===== src/rtl/alu_op_sequencer_pkg.sv =====
// alu_op_sequencer_pkg
//   Shared definitions for the ALU operation sequencer:
//   - 3-bit opcode constants (same encoding on req_op, alu_sel and rsp_op)
//   - sequencer state encoding
//   - is_arith(): true for opcodes whose carry/overflow flags are meaningful
package alu_op_sequencer_pkg;

  localparam logic [2:0] OP_ADD  = 3'b000;
  localparam logic [2:0] OP_SUB  = 3'b001;
  localparam logic [2:0] OP_SLT  = 3'b010;
  localparam logic [2:0] OP_XOR  = 3'b011;
  localparam logic [2:0] OP_AND  = 3'b100;
  localparam logic [2:0] OP_NAND = 3'b101;
  localparam logic [2:0] OP_NOR  = 3'b110;
  localparam logic [2:0] OP_OR   = 3'b111;

  localparam int SETTLE_CNT_W = 4;

  typedef enum logic [1:0] {
    IDLE   = 2'd0,
    SETTLE = 2'd1,
    RESP   = 2'd2
  } state_t;

  // ADD, SUB and SLT occupy the low end of the opcode space; everything
  // above is a bitwise op whose carry/overflow outputs are meaningless.
  function automatic logic is_arith(input logic [2:0] op);
    return (op <= OP_SLT);
  endfunction

endpackage


===== src/rtl/alu_settle_counter.sv =====
// alu_settle_counter
//   Loadable 4-bit down-counter used to time the ALU settle window.
//   Ports:
//     clk, reset_n   clock and asynchronous active-low reset
//     load           load count_reg with load_val (has priority over dec)
//     load_val       value to load
//     dec            decrement request; the counter saturates at zero
//     zero           count_reg == 0
module alu_settle_counter
  import alu_op_sequencer_pkg::*;
(
  input  logic                    clk,
  input  logic                    reset_n,
  input  logic                    load,
  input  logic [SETTLE_CNT_W-1:0] load_val,
  input  logic                    dec,
  output logic                    zero
);

  logic [SETTLE_CNT_W-1:0] count_reg;

  always_ff @(posedge clk or negedge reset_n) begin
    if (!reset_n) begin
      count_reg <= '0;
    end else if (load) begin
      count_reg <= load_val;
    end else if (dec && (count_reg != '0)) begin
      count_reg <= count_reg - 1'b1;
    end
  end

  assign zero = (count_reg == '0);

endmodule


===== src/rtl/alu_op_sequencer.sv =====
// alu_op_sequencer
//   Issues one operation at a time to a combinational 32-bit ALU and collects
//   its result after a fixed settle window.
//   Ports:
//     clk, reset_n                 clock, asynchronous active-low reset
//     req_valid/req_ready          request handshake (req_op, req_a, req_b)
//     alu_sel/alu_a/alu_b          registered ALU drive, changes only on accept
//     alu_result/alu_carryout/
//     alu_overflow/alu_zero        ALU outputs, sampled at end of settle window
//     rsp_valid/rsp_ready          response handshake (rsp_op, rsp_result,
//                                  rsp_carryout, rsp_overflow, rsp_zero)
//     op_count                     completed responses, wraps modulo 2^CNT_W
//   Accept at edge N captures the ALU outputs at edge N+SETTLE_CYCLES.
module alu_op_sequencer
  import alu_op_sequencer_pkg::*;
#(
  parameter int SETTLE_CYCLES = 4,   // legal range 1..15
  parameter int CNT_W         = 16
) (
  input  logic             clk,
  input  logic             reset_n,
  input  logic             req_valid,
  output logic             req_ready,
  input  logic [2:0]       req_op,
  input  logic [31:0]      req_a,
  input  logic [31:0]      req_b,
  output logic [2:0]       alu_sel,
  output logic [31:0]      alu_a,
  output logic [31:0]      alu_b,
  input  logic [31:0]      alu_result,
  input  logic             alu_carryout,
  input  logic             alu_overflow,
  input  logic             alu_zero,
  output logic             rsp_valid,
  input  logic             rsp_ready,
  output logic [2:0]       rsp_op,
  output logic [31:0]      rsp_result,
  output logic             rsp_carryout,
  output logic             rsp_overflow,
  output logic             rsp_zero,
  output logic [CNT_W-1:0] op_count
);

  localparam logic [SETTLE_CNT_W-1:0] SETTLE_LOAD = SETTLE_CNT_W'(SETTLE_CYCLES - 1);

  state_t state_reg, state_next;

  logic accept, capture, complete, cnt_dec, cnt_zero;

  logic [2:0]       alu_sel_reg;
  logic [31:0]      alu_a_reg, alu_b_reg;
  logic [2:0]       rsp_op_reg;
  logic [31:0]      rsp_result_reg;
  logic             rsp_carryout_reg, rsp_overflow_reg, rsp_zero_reg;
  logic [CNT_W-1:0] op_count_reg;

  alu_settle_counter u_settle_counter (
    .clk      (clk),
    .reset_n  (reset_n),
    .load     (accept),
    .load_val (SETTLE_LOAD),
    .dec      (cnt_dec),
    .zero     (cnt_zero)
  );

  // State register
  always_ff @(posedge clk or negedge reset_n) begin
    if (!reset_n) begin
      state_reg <= IDLE;
    end else begin
      state_reg <= state_next;
    end
  end

  // Next-state logic
  always_comb begin
    state_next = state_reg;
    case (state_reg)
      IDLE:    if (req_valid) state_next = SETTLE;
      SETTLE:  if (cnt_zero)  state_next = RESP;
      RESP:    if (rsp_ready) state_next = IDLE;
      default: state_next = IDLE;
    endcase
  end

  // Output / strobe logic
  always_comb begin
    req_ready = 1'b0;
    rsp_valid = 1'b0;
    accept    = 1'b0;
    capture   = 1'b0;
    complete  = 1'b0;
    cnt_dec   = 1'b0;
    case (state_reg)
      IDLE: begin
        // Ready is withheld while reset is asserted so nothing is offered
        // as accepted during reset; it rises as soon as reset releases.
        req_ready = reset_n;
        accept    = req_valid;
      end
      SETTLE: begin
        capture = cnt_zero;
        cnt_dec = !cnt_zero;
      end
      RESP: begin
        rsp_valid = 1'b1;
        complete  = rsp_ready;
      end
      default: ;
    endcase
  end

  // ALU drive, response capture and completion counter
  always_ff @(posedge clk or negedge reset_n) begin
    if (!reset_n) begin
      alu_sel_reg      <= '0;
      alu_a_reg        <= '0;
      alu_b_reg        <= '0;
      rsp_op_reg       <= '0;
      rsp_result_reg   <= '0;
      rsp_carryout_reg <= 1'b0;
      rsp_overflow_reg <= 1'b0;
      rsp_zero_reg     <= 1'b0;
      op_count_reg     <= '0;
    end else begin
      if (accept) begin
        alu_sel_reg <= req_op;
        alu_a_reg   <= req_a;
        alu_b_reg   <= req_b;
      end
      if (capture) begin
        // alu_sel still holds the accepted opcode, so it doubles as the
        // latched opcode for the response.
        rsp_op_reg       <= alu_sel_reg;
        rsp_result_reg   <= alu_result;
        rsp_zero_reg     <= alu_zero;
        rsp_carryout_reg <= is_arith(alu_sel_reg) & alu_carryout;
        rsp_overflow_reg <= is_arith(alu_sel_reg) & alu_overflow;
      end
      if (complete) begin
        op_count_reg <= op_count_reg + CNT_W'(1);
      end
    end
  end

  assign alu_sel      = alu_sel_reg;
  assign alu_a        = alu_a_reg;
  assign alu_b        = alu_b_reg;
  assign rsp_op       = rsp_op_reg;
  assign rsp_result   = rsp_result_reg;
  assign rsp_carryout = rsp_carryout_reg;
  assign rsp_overflow = rsp_overflow_reg;
  assign rsp_zero     = rsp_zero_reg;
  assign op_count     = op_count_reg;

endmodule


===== config.mk =====
export PLATFORM = sky130hd
export DESIGN_NAME = alu_op_sequencer
export DESIGN_NICKNAME = d
export VERILOG_FILES = /design/src/rtl/alu_op_sequencer_pkg.sv /design/src/rtl/alu_settle_counter.sv /design/src/rtl/alu_op_sequencer.sv
export SDC_FILE = /design/constraint.sdc
export NUM_CORES = 1
export LEC_CHECK = 0
export BUFFER_PORTS_ARGS = -buffer_cell sky130_fd_sc_hd__clkbuf_2
export CAP_MARGIN = 20
export CORE_ASPECT_RATIO = 1.5
export CORE_UTILIZATION = 30
export CTS_CLUSTER_SIZE = 40
export DETAILED_ROUTE_END_ITERATION = 10
export GPL_TIMING_DRIVEN = 0
export PLACE_DENSITY = 0.55
export SYNTH_ARGS = -nofsm -noshare
export SYNTH_HDL_FRONTEND = slang
export SYNTH_HIERARCHICAL = 1
export SYNTH_SLANG_ARGS = --single-unit
export TNS_END_PERCENT = 20

===== constraint.sdc =====
create_clock -name clk -period 1.88 [get_ports clk]
set_input_delay 0 -clock clk [delete_from_list [all_inputs] [get_ports clk]]
set_output_delay 0 -clock clk [all_outputs]
set_load 0.02 [all_outputs]

==> out/metrics.yaml <==
status: "complete, no violations"
die_h_um: 159.6
final.fill_count: 1408
drc_errors: 0
pre_cts_ws_ns: -0.3517
cts_max_level: 4
max_freq_mhz: 559.3
cts.clk_slew.worst_paths_ns: 0.06
path_class: "reg2reg"
clkPwrFrac: 0.248
synth_top_cell_by_area: "dfrtp_1"
vias_per_cell: 4.405
setup_tns_ns: 0
netlist_instances: 320
postSynth.asyncResetShare: 1.000
combPwrFrac: 0.409
cts_tree: "yes"
setup_viol: 0
ant_nets: 0
root_buffer: "clkbuf_16"
grt_pass1_wl_mm: 20.21
grt.overflow.total: 0
wl_per_cell_um: 14.19
core_area_mm2: 0.01619
clkLatencyLatePin_ns: 0.41
synth_most_common_cell: "dfrtp_1"
dominantRegCellSynth: "dfrtp_1"
clock_path_buffers: 2
synth.avg_cell_area_um2: 15.53
grt_pass1_vias: 4202
ys_seq_elements: 127
synth_cell_types: 38
place.gp.congestion: 0.7445
core.rowCount: 57
crit_required_ns: 2.17
drive_gt1_frac: 0.5570
internal-power_w: 0.008795
crit_fanout: 10
power.share.sequential: 0.343
yosys_warnings: 6
worst_pin_slew_ns: 0.5235
drt_iter0_markers: 75
slew_violations: 0
power.switching_w: 0.005055
finalWorstSetupSlack_ns: 0.09213
hpwl_mm: 8.673
p_per_area_mw_per_mm2: 1691
synth_area_leaders: "dfrtp_1 (64%), mux2_2 (22%), xnor2_1 (2.1%)"
period_needed_ns: 1.788
cap_viol_max_count: 0
cp-start-kind: "register"
first_pass_iters: 4
p_leak_nw: 3.963
synthesis.area_mm2: 0.004970
finalHoldViolCount: 0
n_antenna_cell: 0
area_growth_pct: 64.80
hp-class: "in2async"
max-slew-margin-rel: 0.6510
cts.sinks: 127
cts_buffers: 17
p_sw_frac: 0.3650
ir_worst_vdd_mv: 0.7882
worst_setup_path_end_kind: "register"
antenna_found_initial: 0
cp.arrival_ns: 2.08
synth-edff-count: 0
grt_use_total: 0.1525
fp.dieW_um: 107.1
io_buffer_count: 228
period_share: 0.9510
drt_wl_total_mm: 12.75
yosysSeqAreaShare: 0.6395
vias: 3960
synth_common_cells: "dfrtp_1 (127), mux2_2 (96), xnor2_1 (12), buf_2 (9), nand3_1 (9)"
io_pins: 229
nets: 789
start_util: 0.3070
fp.dieArea_mm2: 0.01710
finClkSkew_ns: 0.005406
grt_max_degree: 109
netlist.area_leader.share: 0.6395
## layout make-up
| class | instances | area, um^2 | area share |
|---|---|---|---|
| Multi-Input combinational cell | 178 | 1762 | 0.2151 |
| Clock buffer | 18 | 429.2 | 0.05240 |
| Sequential cell | 127 | 3178 | 0.3880 |
| Buffer | 12 | 86.33 | 0.01054 |
| Inverter | 5 | 18.77 | 0.002291 |
| Tap cell | 206 | 257.7 | 0.03147 |
| Timing Repair Buffer | 340 | 2271 | 0.2773 |
| Clock inverter | 13 | 187.7 | 0.02291 |
## worst max-delay path, stage by stage, from the launching register on
cell      delay, ns
dfrtp_1        0.38
inv_1          0.10
ha_4           0.16
nor3b_4        0.23
nand3b_1       0.17
buf_4          0.17
buf_4          0.17
mux2_2         0.29
## final timing paths
path	start	endpoint	slack [ns]	depth (start not counted)
max reg2reg	u_settle_counter/count_reg[0]$_DFFE_PN0P_	rsp_result[7]$_DFFE_PN0P_	0.09	7
max	u_settle_counter/count_reg[0]$_DFFE_PN0P_	rsp_result[7]$_DFFE_PN0P_	0.09	7
min reg2reg	op_count[15]$_DFFE_PN0P_	op_count[15]$_DFFE_PN0P_	0.47	1
max in group asynchronous	reset_n	alu_b[23]$_DFFE_PN0P_	1.11	3
min	reset_n	rsp_result[9]$_DFFE_PN0P_	0.02	2
min in group clk	req_valid	alu_b[24]$_DFFE_PN0P_	0.32	5
## power groups by stage
stage	Combinational [W]	Sequential (W)	Clock [W]
after detailed placement	0.00533	0.00476	0
after CTS	0.00561	0.00473	0.00354
after global placement	0.00521	0.00469	0
after floorplan	0.00200	0.00615	0
after global routing	0.00604	0.00494	0.00364
final	0.00566	0.00475	0.00344
## cells in the final DEF, fill, tap and decap left out, drive strengths merged, types with 2 or more instances in the layout
cell type	synthesis	final
a22o	2	2
and3	3	3
and4b	2	2
buf	12	19
bufinv	0	4
clkbuf	0	247
clkinv	0	7
conb	2	4
dfrtp	127	127
dlygate4sd3	0	104
ha	2	2
inv	5	7
mux2	104	104
nand2	6	6
nand3	9	9
nand4	3	3
nor3	4	4
nor3b	5	5
o21ai	3	3
xnor2	12	12
xor2	3	3
## cell families (layout without fill, tap and decap cells)
group                    Yosys count  count (layout)  synth area share
adder cells (fa/ha/maj)            2               2          0.005034
multiplexers                     104             104            0.2357
XOR/XNOR                          15              15           0.02644
buffers and inverters             17             388           0.01888
AND/OR/NAND/NOR                   42              42           0.05614
flip-flops                       127             127            0.6395
other                              2               4          0.001511
AO/OA/AOI/OAI                     11              11           0.01687
## timing repair
item / CTS / global route
resized for setup: 3 / 12
pin swaps: 2 / 2
buffers inserted: 4 / 3
hold endpoints to repair: 233 / 0
endpoints found under the setup margin: 104 / 41
hold buffers: 104 / 0
## metal layers
metal | GRT usage | vias to the layer above | share of wire
met1 | 0.1590 | 1936 | 0.37
met2 | 0.2774 | 142 | 0.55
li1 | - | 1850 | -
met3 | 0.03510 | 32 | 0.043
met5 | 0 | - | 0
met4 | 0.08344 | 0 | 0.033
## metrics by stage
stage	power, W	cell area (um^2)	hold WS [ns]	util	cells
after global placement	0.009905	6381	0.2172	0.3942	756
after detailed placement	0.01009	6417	-0.1184	0.3964	757
after global routing	0.01462	8190	0.02261	0.5059	899
final	0.01385	8190	0.01775	0.5059	899
after floorplan	0.008144	4982	-0.2956	-	322
after CTS	0.01388	8123	0.008241	0.5017	896
No activity file was read; power rests on OpenSTA's default activity.
